===== src/rtl/ltc26xx_chain_writer.sv =====
// LTC2600/2610/2620 daisy-chain SPI writer: a command FIFO feeding one
// csb-framed SPI transfer of 24*N_DEVICES bits per queued command.
module ltc26xx_chain_writer #(
  parameter int DATA_WIDTH = 16,
  parameter int N_DEVICES  = 1,
  parameter int FIFO_DEPTH = 8,
  parameter int SCK_DIV    = 2,
  parameter int CS_GAP     = 4
) (
  input  logic                                  clk,
  input  logic                                  rstn,
  input  logic                                  cmd_valid,
  output logic                                  cmd_ready,
  input  logic [3:0]                            cmd_command,
  input  logic [3:0]                            cmd_address,
  input  logic [DATA_WIDTH-1:0]                 cmd_data,
  input  logic [2:0]                            cmd_device,
  output logic                                  sck,
  output logic                                  sdi,
  output logic                                  csb,
  output logic                                  busy,
  output logic                                  write_complete,
  output logic                                  bad_device,
  output logic [$clog2(FIFO_DEPTH+1)-1:0]       fifo_level
);

  localparam int FRAME_BITS = 24 * N_DEVICES;
  localparam int AW         = $clog2(FIFO_DEPTH);
  localparam int LW         = $clog2(FIFO_DEPTH + 1);
  localparam int EW         = 11 + DATA_WIDTH;
  localparam int BW         = $clog2(FRAME_BITS);
  localparam int TMAX       = (SCK_DIV > CS_GAP) ? SCK_DIV : CS_GAP;
  localparam int TW         = $clog2(TMAX + 1);
  localparam logic [23:0] NOP_WORD = 24'hFF0000;

  if (!(DATA_WIDTH == 12 || DATA_WIDTH == 14 || DATA_WIDTH == 16)) begin : g_bad_width
    $error("DATA_WIDTH must be 12, 14 or 16");
  end
  if (N_DEVICES < 1 || N_DEVICES > 8) begin : g_bad_devices
    $error("N_DEVICES must be 1..8");
  end
  if (FIFO_DEPTH < 2 || (FIFO_DEPTH & (FIFO_DEPTH - 1)) != 0) begin : g_bad_depth
    $error("FIFO_DEPTH must be a power of 2, at least 2");
  end
  if (SCK_DIV < 1 || CS_GAP < 1) begin : g_bad_timing
    $error("SCK_DIV and CS_GAP must be at least 1");
  end

  typedef enum logic [2:0] {IDLE, LOAD, SHIFT_LO, SHIFT_HI, HOLD, GAP} state_t;

  state_t                  state, state_next;
  logic [EW-1:0]           mem [FIFO_DEPTH];
  logic [AW-1:0]           wptr, rptr;
  logic [LW-1:0]           count;
  logic                    full, empty, push, pop;
  logic [EW-1:0]           head;
  logic                    head_bad;
  logic [EW-1:0]           cur;
  logic [2:0]              cur_dev;
  logic [3:0]              cur_cmd, cur_addr;
  logic [DATA_WIDTH-1:0]   cur_data;
  logic [15:0]             data16;
  logic [23:0]             cmd_word;
  logic [FRAME_BITS-1:0]   frame, shreg;
  logic [BW-1:0]           bit_idx;
  logic [TW-1:0]           timer;
  logic                    div_done, gap_done, last_bit;

  assign full     = (count == LW'(FIFO_DEPTH));
  assign empty    = (count == '0);
  assign push     = cmd_valid && !full;
  assign pop      = (state == IDLE) && !empty;
  assign head     = mem[rptr];
  assign head_bad = {1'b0, head[EW-1 -: 3]} >= 4'(N_DEVICES);

  always_ff @(posedge clk) begin
    if (push) mem[wptr] <= {cmd_device, cmd_command, cmd_address, cmd_data};
  end

  always_ff @(posedge clk) begin
    if (!rstn) begin
      wptr  <= '0;
      rptr  <= '0;
      count <= '0;
    end else begin
      if (push) wptr <= wptr + 1'b1;
      if (pop)  rptr <= rptr + 1'b1;
      case ({push, pop})
        2'b10:   count <= count + 1'b1;
        2'b01:   count <= count - 1'b1;
        default: ;
      endcase
    end
  end

  // Popped entry is held here so the FIFO slot is free while the frame runs
  always_ff @(posedge clk) begin
    if (pop && !head_bad) cur <= head;
  end

  assign {cur_dev, cur_cmd, cur_addr, cur_data} = cur;
  assign data16   = 16'(cur_data) << (16 - DATA_WIDTH);
  assign cmd_word = {cur_cmd, cur_addr, data16};

  // Device 0 sits in the LSBs so it is shifted out last
  always_comb begin
    frame = '0;
    for (int unsigned i = 0; i < N_DEVICES; i++) begin
      frame[24*i +: 24] = (cur_dev == 3'(i)) ? cmd_word : NOP_WORD;
    end
  end

  assign div_done = (timer == TW'(SCK_DIV - 1));
  assign gap_done = (timer == TW'(CS_GAP - 1));
  assign last_bit = (bit_idx == BW'(FRAME_BITS - 1));

  always_ff @(posedge clk) begin
    if (!rstn) state <= IDLE;
    else       state <= state_next;
  end

  always_comb begin
    state_next = state;
    case (state)
      IDLE:     if (!empty && !head_bad) state_next = LOAD;
      LOAD:     state_next = SHIFT_LO;
      SHIFT_LO: if (div_done) state_next = SHIFT_HI;
      SHIFT_HI: if (div_done) state_next = last_bit ? HOLD : SHIFT_LO;
      HOLD:     if (div_done) state_next = GAP;
      GAP:      if (gap_done) state_next = IDLE;
      default:  state_next = IDLE;
    endcase
  end

  always_ff @(posedge clk) begin
    if (!rstn) begin
      timer   <= '0;
      bit_idx <= '0;
      shreg   <= '0;
    end else begin
      timer <= (state_next != state || state == IDLE) ? '0 : timer + 1'b1;
      if (state == LOAD) begin
        shreg   <= frame;
        bit_idx <= '0;
      end else if (state == SHIFT_HI && div_done && !last_bit) begin
        shreg   <= shreg << 1;
        bit_idx <= bit_idx + 1'b1;
      end
    end
  end

  always_comb begin
    csb            = 1'b1;
    sck            = 1'b0;
    sdi            = 1'b0;
    case (state)
      SHIFT_LO: begin
        csb = 1'b0;
        sdi = shreg[FRAME_BITS-1];
      end
      SHIFT_HI: begin
        csb = 1'b0;
        sck = 1'b1;
        sdi = shreg[FRAME_BITS-1];
      end
      HOLD: begin
        csb = 1'b0;
        sdi = shreg[FRAME_BITS-1];
      end
      default: ;
    endcase
    write_complete = (state == GAP) && (timer == '0);
    bad_device     = pop && head_bad;
    busy           = (state != IDLE) || !empty;
    cmd_ready      = !full;
    fifo_level     = count;
  end

endmodule


===== config.mk =====
export PLATFORM = sky130hd
export DESIGN_NAME = ltc26xx_chain_writer
export DESIGN_NICKNAME = d
export VERILOG_FILES = /design/src/rtl/ltc26xx_chain_writer.sv
export SDC_FILE = /design/constraint.sdc
export NUM_CORES = 1
export LEC_CHECK = 0
export CAP_MARGIN = 0
export CORE_MARGIN = 5
export CORE_UTILIZATION = 60
export DETAILED_ROUTE_END_ITERATION = 6
export PLACE_DENSITY = 0.79
export SLEW_MARGIN = 30
export SYNTH_ARGS = -nofsm -noshare
export SYNTH_HDL_FRONTEND = slang
export SYNTH_SLANG_ARGS = --single-unit

===== constraint.sdc =====
create_clock -name clk -period 4.4 [get_ports clk]
set_input_delay 0.44 -clock clk [delete_from_list [all_inputs] [get_ports clk]]
set_output_delay 0.44 -clock clk [all_outputs]
set_load 0.05 [all_outputs]

# Word level (Yosys, flattened, before mapping)
# Memories as Yosys holds them, arrays and structs flattened. A register that Yosys moved wholly into a read port is not among the register bits.
# Index checks and enable logic that the tools add are counted.
dict set report totals {
  wordCells 71
  latch_bits 0
  regBits 72
  rom_bits 0
  out_inout_bits 11
  memories 1
  mem_bits_rw 216
}
dict set report op_classes {
  mux 18
  n_bitwise 1
  eq_ne 12
  order_cmp 1
  n_mul 0
  add_sub_neg 6
  n_shift 0
  n_div 0
  n_reduce_logical 24
}
# name words width rd rd_ports_with_merged_regs wr line_no
set memory_table {}
lappend memory_table {mem 8 27 1 1 1 52} ;# logic [EW-1:0] mem [FIFO_DEPTH];
# op count
set op_table {}
lappend op_table {{24-bit 2-to-1 mux} 3}
lappend op_table {{3-bit 2-to-1 mux} 8}
lappend op_table {{3-bit one-hot mux with 6 select lines} 1}
lappend op_table {{3-bit by 1-bit adder with 3-bit output (second input constant)} 3}
lappend op_table {{3-bit by 2-bit == test with 1-bit output (second input constant)} 3}
lappend op_table {{3-bit logical NOT} 3}
lappend op_table {{1-bit logical AND} 8}
lappend op_table {{4-bit one-hot mux with 2 select lines} 1}
lappend op_table {{3-bit by 1-bit == test with 1-bit output (second input constant)} 2}
lappend op_table {{3-bit == test (second input constant)} 2}
lappend op_table {{5-bit by 1-bit adder with 5-bit output (second input constant)} 1}
lappend op_table {{5-bit == test (second input constant)} 1}
lappend op_table {{1-bit 2-to-1 mux} 5}
lappend op_table {{4-bit by 1-bit adder with 4-bit output (second input constant)} 1}
lappend op_table {{4-bit == test (second input constant)} 1}
lappend op_table {{1-bit logical NOT} 4}
lappend op_table {{4-bit logical NOT} 1}
lappend op_table {{2-bit nonzero test} 2}
lappend op_table {{2-bit OR reduction} 2}
lappend op_table {{4-bit by 1-bit subtractor with 4-bit output (second input constant)} 1}
lappend op_table {{3-bit by 1-bit greater-or-equal comparator with 1-bit output (second input constant)} 1}
lappend op_table {{3-bit inequality test} 1}
lappend op_table {{3-bit nonzero test} 1}
lappend op_table {{3-bit OR reduction} 1}
lappend op_table {{other kinds (4)} 5}

# Logic depth before layout (Yosys ltp)
# Gate-level depths: netlist of the first run.
dict set report depth {
  word_depth 8
  depth_mapped 10
}

# Least setup slack after synthesis of the first run
# OpenSTA, ideal clock, no wires.
dict set report synth_timing {
  kind {reg-to-reg}
  from {register count[0], in the netlist fifo_level[0]}
  to {memory mem[0][0] (netlist name) (enable)}
  required_ns 3.921
  period_less_slack_ns 4.638
  path_stages_with_launch 5
  arrival_time_ns 4.159
  setup_slack_ns -0.238
  path_cell_list {dfxtp_1 -> nor3_1 -> nand2_1 -> nand2_1 -> nor4_1}
}
dict set report synth_via {
  elab_chain_cells 5
}
# element line_no
set synth_lines {}
lappend synth_lines {{start: declaration} 54} ;# logic [LW-1:0] count;
lappend synth_lines {{start signal: assignment} 89} ;# 2'b10: count <= count + 1'b1;
lappend synth_lines {{start signal: assignment} 90} ;# 2'b01: count <= count - 1'b1;
lappend synth_lines {{4-bit == test} 69} ;# assign full = (count == LW'(FIFO_DEPTH));
lappend synth_lines {{1-bit logical NOT} n/a}
lappend synth_lines {{via cmd_ready} 13} ;# output logic cmd_ready,
lappend synth_lines {{1-bit logical AND} 71} ;# assign push = cmd_valid && !full;
lappend synth_lines {{1-bit 2-to-1 mux} 77} ;# if (push) mem[wptr] <= {cmd_device, cmd_command, cmd_address, cmd_data};
lappend synth_lines {{1-bit 2-to-1 mux (not written as such)} 77}
lappend synth_lines {{end: declaration} 52}
# The timed path passes the listed nets, and every way through them passes these cells.

==> results of run 1 <==
power groups by stage:
| stage | clock [mW] | combinational, mW | sequential [mW] |
|---|---|---|---|
| global placement | 0 | 1.58 | 3.50 |
| global route | 2.54 | 1.75 | 3.48 |
| CTS | 2.40 | 1.64 | 3.46 |
| detailed placement | 0 | 1.62 | 3.51 |
| finish | 2.36 | 1.62 | 3.45 |
| floorplan | 0 | 1.23 | 3.46 |
synth_stat cells (all sizes together), types with 2 or more instances:
library cell,n,area [um^2]
nor2b,2,12.51
or2,2,12.52
nor4,4,46.29
nand4b,2,17.52
dfxtp,48,960.9
buf,17,85.08
o21ai,2,10.00
a221oi,15,131.4
ha,10,125.1
nor3,23,120.1
nand2,18,67.56
edfxtp,243,7297
xnor2,4,35.03
xor2,8,70.07
mux2,28,319.1
nand3b,3,22.52
mux2i,5,50.05
o21bai,2,15.01
clkbuf,13,48.80
inv,8,30.03
nor2,45,168.9
o221ai,6,52.55
nand3,5,25.02
a21oi,19,95.09
nand2b,5,31.28
mux4,54,1216
nand4,2,12.51
worst max-delay path, stage by stage, from the launching register on:
cell	delay [ns]
dfxtp_4	0.77
mux4_2	0.59
mux2_2	0.32
o31a_1	0.29
clkdlybuf4s50_1	0.71
routing by layer:
layer | wire length [um] | vias to the layer above | part of all wire, % | track usage [%]
li1 | - | 2537 | - | -
met1 | 8532 | 2939 | 41 | 26.61
met2 | 10620 | 173 | 51 | 33.60
met3 | 1009 | 41 | 4.9 | 2.807
met4 | 566 | 0 | 2.7 | 6.350
met5 | 0 | - | 0 | 0
through the flow:
stage	setup slack [ns]	total power, mW
5_1_grt	0.5703	7.773
3_5_place_dp	1.258	5.133
6_report	0.7398	7.429
4_1_cts	0.6609	7.501
2_1_floorplan	0.4650	4.687
3_3_place_gp	1.261	5.075
layout by cell type (no fill, tap or decap), types with 3 or more instances in the layout:
master,n
xor2_1,8
nor3_2,5
clkinv_2,4
nand2_1,18
mux2i_1,5
clkbuf_16,29
nor3_1,18
xnor2_1,4
ha_1,10
mux2_2,27
nor2_1,42
clkdlybuf4s50_1,40
nand3b_1,3
nand3_1,5
buf_4,14
nor2_2,3
a221oi_1,15
a21oi_1,19
clkbuf_1,9
edfxtp_1,243
nand2b_1,5
mux4_2,54
o221ai_1,6
inv_1,6
dfxtp_1,46
clkbuf_8,6
logic make-up after synthesis:
kind of cell               synth area share, %
DFF                                      73.60
buffers and inverters                    1.461
xor gates and xnor gates                0.9367
and+or+nand+nor                          5.475
adders and majority gates                1.293
muxes                                    14.13
AOI/OAI and AO/OA                        3.111
how the worst max path moves through the flow:
| stage | start | to | cells after the start |
|---|---|---|---|
| floorplan | fifo_level[0] | mem[2][0] | 4 |
| detailed placement | register | bad_device | 4 |
| CTS | register | bad_device | 4 |
| global placement | register | bad_device | 4 |
| finish | register | bad_device | 4 |
| global route | register | bad_device | 4 |
layout make-up:
cell class / instances / area, um^2 / area share (%)
timing repair buffer: 54 / 505.5 / 3.928
multi-input combinational: 277 / 2841 / 22.08
clock buffer: 44 / 842.1 / 6.544
sequential: 291 / 8263 / 64.22
inverter: 8 / 30.03 / 0.2334
tap: 234 / 292.8 / 2.275
clock inverter: 8 / 92.59 / 0.7196
registers in the layout, indices dropped and copies added, names as in the netlist, named ones only:
register    cells
fifo_level      4
bit_idx         5
cur            27
mem           216
wptr            3
timer           3
shreg          24
rptr            3
state           3
==> flow_summary.toml, run 1 <==
[sta]
clock_skew_ns = 0.008768
setup_viol_count_final = 0
worst_pin_slew_ns = 0.9089
rsz0062_at_grt = "no"
holdWs_ns = 0.4573
period_needed_ns = 3.660
setup_tns_ns = 0
post-route-period-util_pct = 83.19
slew_headroom_pct = 38.95
finalHoldViolations = 0
fmax_mhz = 273.2
finalMaxSlewViolations = 0

[detailed_routing]
via_per_inst = 6.212
drt_pass1_iterations = 5
drt-wirelength-per-cell_um = 22.63
routed-via-count = 5690
drc = 0
wl_mm = 20.73
drtAntennaViolNets = 0
drt_iter0_markers = 430

[finish]
drive_gt1_share_pct = 22.87
finish.instance_area_um2 = 12870
final_cell_count_no_fill = 916
fin_nets = 701
utilization_pct = 69.25
nFillCells = 1088
syn_to_final_growth_pct = 14.67
antenna_cells = 0

[logic_synthesis]
syn-cell-area_um2 = 11220
synth.avg_cell_area_um2 = 18.52
yosysSeqAreaShare_pct = 73.60
async_reset_ff_share_pct = 0
ys_seq_elements = 291
syn_nets = 647
synth_ff_type = "edfxtp_1"
synthCells = 606
synth_cell_types = 49
synth_warnings = 0
synth_edf_count = 243

[cts]
cts-resized-gates = 0
worstSkewPairLatency_ns = 0.53
cts_tree = "built"
numCtsBuffers = 28
cts_buffer_depth = 3
ctsRootBufferMaster = "clkbuf_16"
cts_num_sinks = 291
cts.reportedPaths.clkPinSlew_ns = 0.07
cts_setup_buffers = 0
hold_buffers = 0
htree_num_levels = 1

[grt]
grt_max_degree = 49
grt_pass1_wl_mm = 32.92
grt.overflow.total = 0
gr-usage-all-layers_pct = 19.69
antenna_found_initial = 0
grt_pass1_vias = 5961

[die]
core_um2 = 18580
die_area_um2 = 21540
die_h_um = 146.8
row_count = 50
die_w_um = 146.8
initial_core_util_pct = 60.39
io_pins = 41

[setup_path]
required_ns = 3.96
path_class = "register to output pin"
r2r_end = "timer[2]"
arrival_ns = 3.22
cp-start-kind = "register"
worst_setup_path_end_kind = "output pin"
crit_fanout = 31
r2r_cells = 6
ff2ff_setup_slack_ns = 1.61

[placement]
hpwl_mm = 11.57
finalWeightedCongestion = 0.7768
dp_cells = 864
port_buffers = 40
placed_area_um2 = 11930

[power]
pwr-share-seq_pct = 46.5
ir_worst_vdd_mv = 0.3043
comb_power_share_pct = 21.8
p_per_area_nw_per_um2 = 577.4
power.switching_mw = 1.962
power.share.clock_pct = 31.7
switching_share_pct = 26.41
leakage_nw = 4.123
p_int_mw = 5.467

[min_path]
hold_depth = 2
hold-path-endpoint = "shreg[22]"
hold_class = "register to register"
hp-start = "shreg[22]"

[run_status]
status = "complete, no violations"

[job]
cap_violations = 0
(Power assumes the default switching activity.)
==> inputs of run 2 (changes only) <==
clock period = 3.62 ns   (was 4.4 ns; I/O delays follow)
==> flow_summary.toml, run 2 (synthesized netlist as in run 1, its figures left out) <==
[power]
switching_share_pct = 26.61
leakage_nw = 4.120
comb_power_share_pct = 22.1
power.switching_mw = 2.423
power.share.clock_pct = 32.1
pwr-share-seq_pct = 45.8
p_per_area_nw_per_um2 = 706.2
p_int_mw = 6.680
ir_worst_vdd_mv = 0.4061
finalPower_mw = 9.102

[finish]
syn_to_final_growth_pct = 14.86
regArea_um2 = 8263
fin_nets = 704
largest_register_ffs = 216
antenna_cells = 0
multiInputGateArea_um2 = 2848
regMostFlops = "mem"
drive_gt1_share_pct = 22.77
final_common_cell = "edfxtp_1"
final_cell_mix = "edfxtp_1 (243), mux4_2 (54), dfxtp_1 (46)"
reg_top3 = "mem: 216 flops, cur: 27 flops, shreg: 24 flops"
nFillCells = 1112
utilization_pct = 69.37

[die]
core_um2 = 18580
row_count = 50
die_area_um2 = 21540
io_pins = 41
die_h_um = 146.8
initial_core_util_pct = 60.39
die_w_um = 146.8

[cts]
cts_buffer_depth = 3
cts_num_sinks = 291
hold_buffers = 0
cts.reportedPaths.clkPinSlew_ns = 0.06
cts_tree = "built"
ctsRootBufferMaster = "clkbuf_16"
worstSkewPairLatency_ns = 0.53
cts-resized-gates = 0
numCtsBuffers = 29
htree_num_levels = 1
cts_setup_buffers = 0

[sta]
period_needed_ns = 3.264
finalMaxSlewViolations = 0
clock_skew_ns = 0.01846
post-route-period-util_pct = 90.18
worst_pin_slew_ns = 0.9111
finalHoldViolations = 0
slew_headroom_pct = 38.80
setup_viol_count_final = 0
rsz0062_at_grt = "no"
fmax_mhz = 306.3

[min_path]
hold_class = "register to register"
hp-start = "shreg[19]"

[grt]
grt_pass1_vias = 5858
antenna_found_initial = 0
grt_max_degree = 43
grt_pass1_wl_mm = 33.25
gr-usage-all-layers_pct = 19.85
grt.overflow.total = 0

[job]
cap_violations = 0

[setup_path]
required_ns = 3.26
path_class = "register to output pin"
cp-start-kind = "register"
arrival_ns = 2.90
crit_fanout = 12
ff2ff_setup_slack_ns = 0.92
rr_startpoint = "state[0]"
worst_setup_path_end_kind = "output pin"

[placement]
hpwl_mm = 11.41
port_buffers = 40
finalWeightedCongestion = 0.7448

[detailed_routing]
drtAntennaViolNets = 0
drt_pass1_iterations = 4
drt-wirelength-per-cell_um = 22.43
wl_mm = 20.61
via_per_inst = 6.036
drc = 0
drt_iter0_markers = 427
routed-via-count = 5547

[run_status]
status = "complete, no violations"
run 2: per-stage QoR:
stage	std cells	TNS (ns)	hold slack (ns)	worst slack, ns	instance area [um^2]
floorplan	606	-25.51	0.4274	-0.3150	11230
global placement	866	0	0.4397	0.9064	11950
detailed placement	866	0	0.4466	0.8925	11950
CTS	919	0	0.4552	0.3006	12890
global route	919	0	0.4727	0.2345	12890
finish	919	0	0.4573	0.3556	12890
run 2: final cells by class:
| class | count | area share [%] |
|---|---|---|
| Inverter | 8 | 0.2330 |
| Clock inverter | 17 | 1.417 |
| Tap cell | 234 | 2.272 |
| Clock buffer | 36 | 5.834 |
| Timing Repair Buffer | 56 | 4.038 |
| Multi-Input combinational cell | 277 | 22.09 |
| Sequential cell | 291 | 64.11 |
run 2: per-layer routing:
| layer | wire, um | part of all wire (%) | vias to the layer above | global-route usage (%) |
|---|---|---|---|---|
| met5 | 0 | 0 | - | 0 |
| met4 | 456 | 2.2 | 0 | 5.786 |
| met3 | 1422 | 6.9 | 30 | 2.838 |
| met2 | 10360 | 50 | 174 | 33.26 |
| met1 | 8371 | 41 | 2801 | 27.69 |
| li1 | - | - | 2542 | - |
run 2: path summary, 6_finish.rpt:
path / endpoint / cells past startpoint
worst max-delay path: bad_device / 4
worst min-delay path: shreg[19] / 2
worst max register to register: shreg[12] / 4
worst min register to register: shreg[19] / 2
run 2: power by group through the flow:
stage	logic (mW)	registers, mW	clock network, mW
finish	2.01	4.17	2.92
detailed placement	2.03	4.24	0
global route	2.20	4.20	3.13
global placement	1.99	4.22	0
CTS	2.05	4.17	2.97
floorplan	1.49	4.20	0
run 2: critical path, stage by stage, from the launching register on:
cell and delay [ns]:
dfxtp_1 0.66, mux4_2 0.39, mux2_4 0.31, o31a_1 0.30
clkdlybuf4s50_1 0.71
==> inputs of run 3 (changes only) <==
MAX_ROUTING_LAYER = met4   (was default)
==> flow_summary.toml, run 3 (synthesized netlist as in run 1, its figures left out) <==
[setup_path]
cp_num_buf_inv = 1
crit_fanout = 12
path_class = "register to output pin"
cp-start-kind = "register"
crit_chain = "mux4_2, mux2_4, o31a_1, clkdlybuf4s50_1"
max_stage_delay_ns = 0.71
critPathSlowestCell = "clkdlybuf4s50_1"
worst_setup_path_end_kind = "output pin"
path_delay_family = "buffers and inverters"
arrival_ns = 2.92
required_ns = 3.26

[cts]
cts_num_sinks = 291
cts.reportedPaths.clkPinSlew_ns = 0.06
cts_buffer_depth = 3
worstSkewPairLatency_ns = 0.53
htree_num_levels = 1
cts_setup_buffers = 0
ctsRootBufferMaster = "clkbuf_16"
hold_buffers = 0
numCtsBuffers = 29
cts-resized-gates = 0
cts_tree = "built"

[sta]
rsz0062_at_grt = "no"
post-route-period-util_pct = 90.53
setup_viol_count_final = 0
period_needed_ns = 3.277
clock_skew_ns = 0.01708
finalMaxSlewViolations = 0
setup_tns_ns = 0
worst_pin_slew_ns = 0.9317
fmax_mhz = 305.2
finalHoldViolations = 0
slew_headroom_pct = 37.42
holdWs_ns = 0.4560
fin_ws_ns = 0.3430

[finish]
drive_gt1_share_pct = 22.77
final_cell_mix = "edfxtp_1 (243), mux4_2 (54), dfxtp_1 (46)"
syn_to_final_growth_pct = 14.86
fin_nets = 704
final_common_cell = "edfxtp_1"
final_cell_count_no_fill = 919
largest_register_ffs = 216
finish.instance_area_um2 = 12890
reg_top3 = "mem: 216 flops, cur: 27 flops, shreg: 24 flops"
regMostFlops = "mem"
antenna_cells = 0
utilization_pct = 69.37

[job]
cap_violations = 0

[detailed_routing]
wl_mm = 20.63
met2_length_mm = 10.42
via_per_inst = 6.078
drtAntennaViolNets = 0
routed-via-count = 5586
wl_met1_mm = 8.382
drc = 0
drt-wirelength-per-cell_um = 22.45
drt_pass1_iterations = 4
met3WireLength_mm = 1.415
drt_iter0_markers = 462
top_layer_used = "met4"

[die]
io_pins = 41
die_w_um = 146.8
initial_core_util_pct = 60.39
row_count = 50
core_um2 = 18580
die_h_um = 146.8
die_area_um2 = 21540

[placement]
port_buffers = 40
dp_slack_ns = 0.8925
finalWeightedCongestion = 0.7542
hpwl_mm = 11.41
placed_area_um2 = 11950
dp_cells = 866

[grt]
antenna_found_initial = 0
gr-usage-all-layers_pct = 20.45
grt_pass1_vias = 5873
grt.overflow.total = 0
grt_pass1_wl_mm = 33.23
grt_max_degree = 43

[power]
p_per_area_nw_per_um2 = 706.8
finalPower_mw = 9.109
leakage_nw = 4.120
ir_worst_vdd_mv = 0.4068

[run_status]
status = "complete, no violations"

[min_path]
hold_class = "register to register"
[run 3: path summary, 6_finish.rpt]
path / slack, ns / from / end / cells past startpoint
min: 0.46 / shreg[22] / shreg[22] / 2
max: 0.34 / register / bad_device / 4
min reg2reg: 0.46 / shreg[22] / shreg[22] / 2
max reg2reg: 0.92 / state[0] / shreg[12] / 4
[run 3: area by class of cell]
| cell class | count | area, um^2 |
|---|---|---|
| fill | 1112 | 5692 |
| tap | 234 | 292.8 |
| sequential | 291 | 8263 |
| clock inverter | 17 | 182.7 |
| inverter | 8 | 30.03 |
| timing repair buffer | 56 | 520.5 |
| clock buffer | 36 | 752.0 |
| multi-input combinational | 277 | 2848 |
[run 3: power by group]
part	internal [mW]	switching, mW
registers	3.98	0.185
logic	0.948	1.07
clock network	1.75	1.17
total	6.68	2.43
[run 3: tightest hold or removal path: cells and delay by family, from the launching register on]
| kind | cells | cell delay [ns] |
|---|---|---|
| AOI/OAI and AO/OA | 1 | 0.05 |
| DFF | 1 | 0.31 |
| and+or+nand+nor | 1 | 0.05 |
[run 3: per-layer routing]
| metal | up-vias | GRT usage [%] |
|---|---|---|
| met4 | 0 | 5.974 |
| met3 | 33 | 2.838 |
| li1 | 2542 | - |
| met2 | 183 | 33.23 |
| met5 | - | - |
| met1 | 2828 | 27.58 |
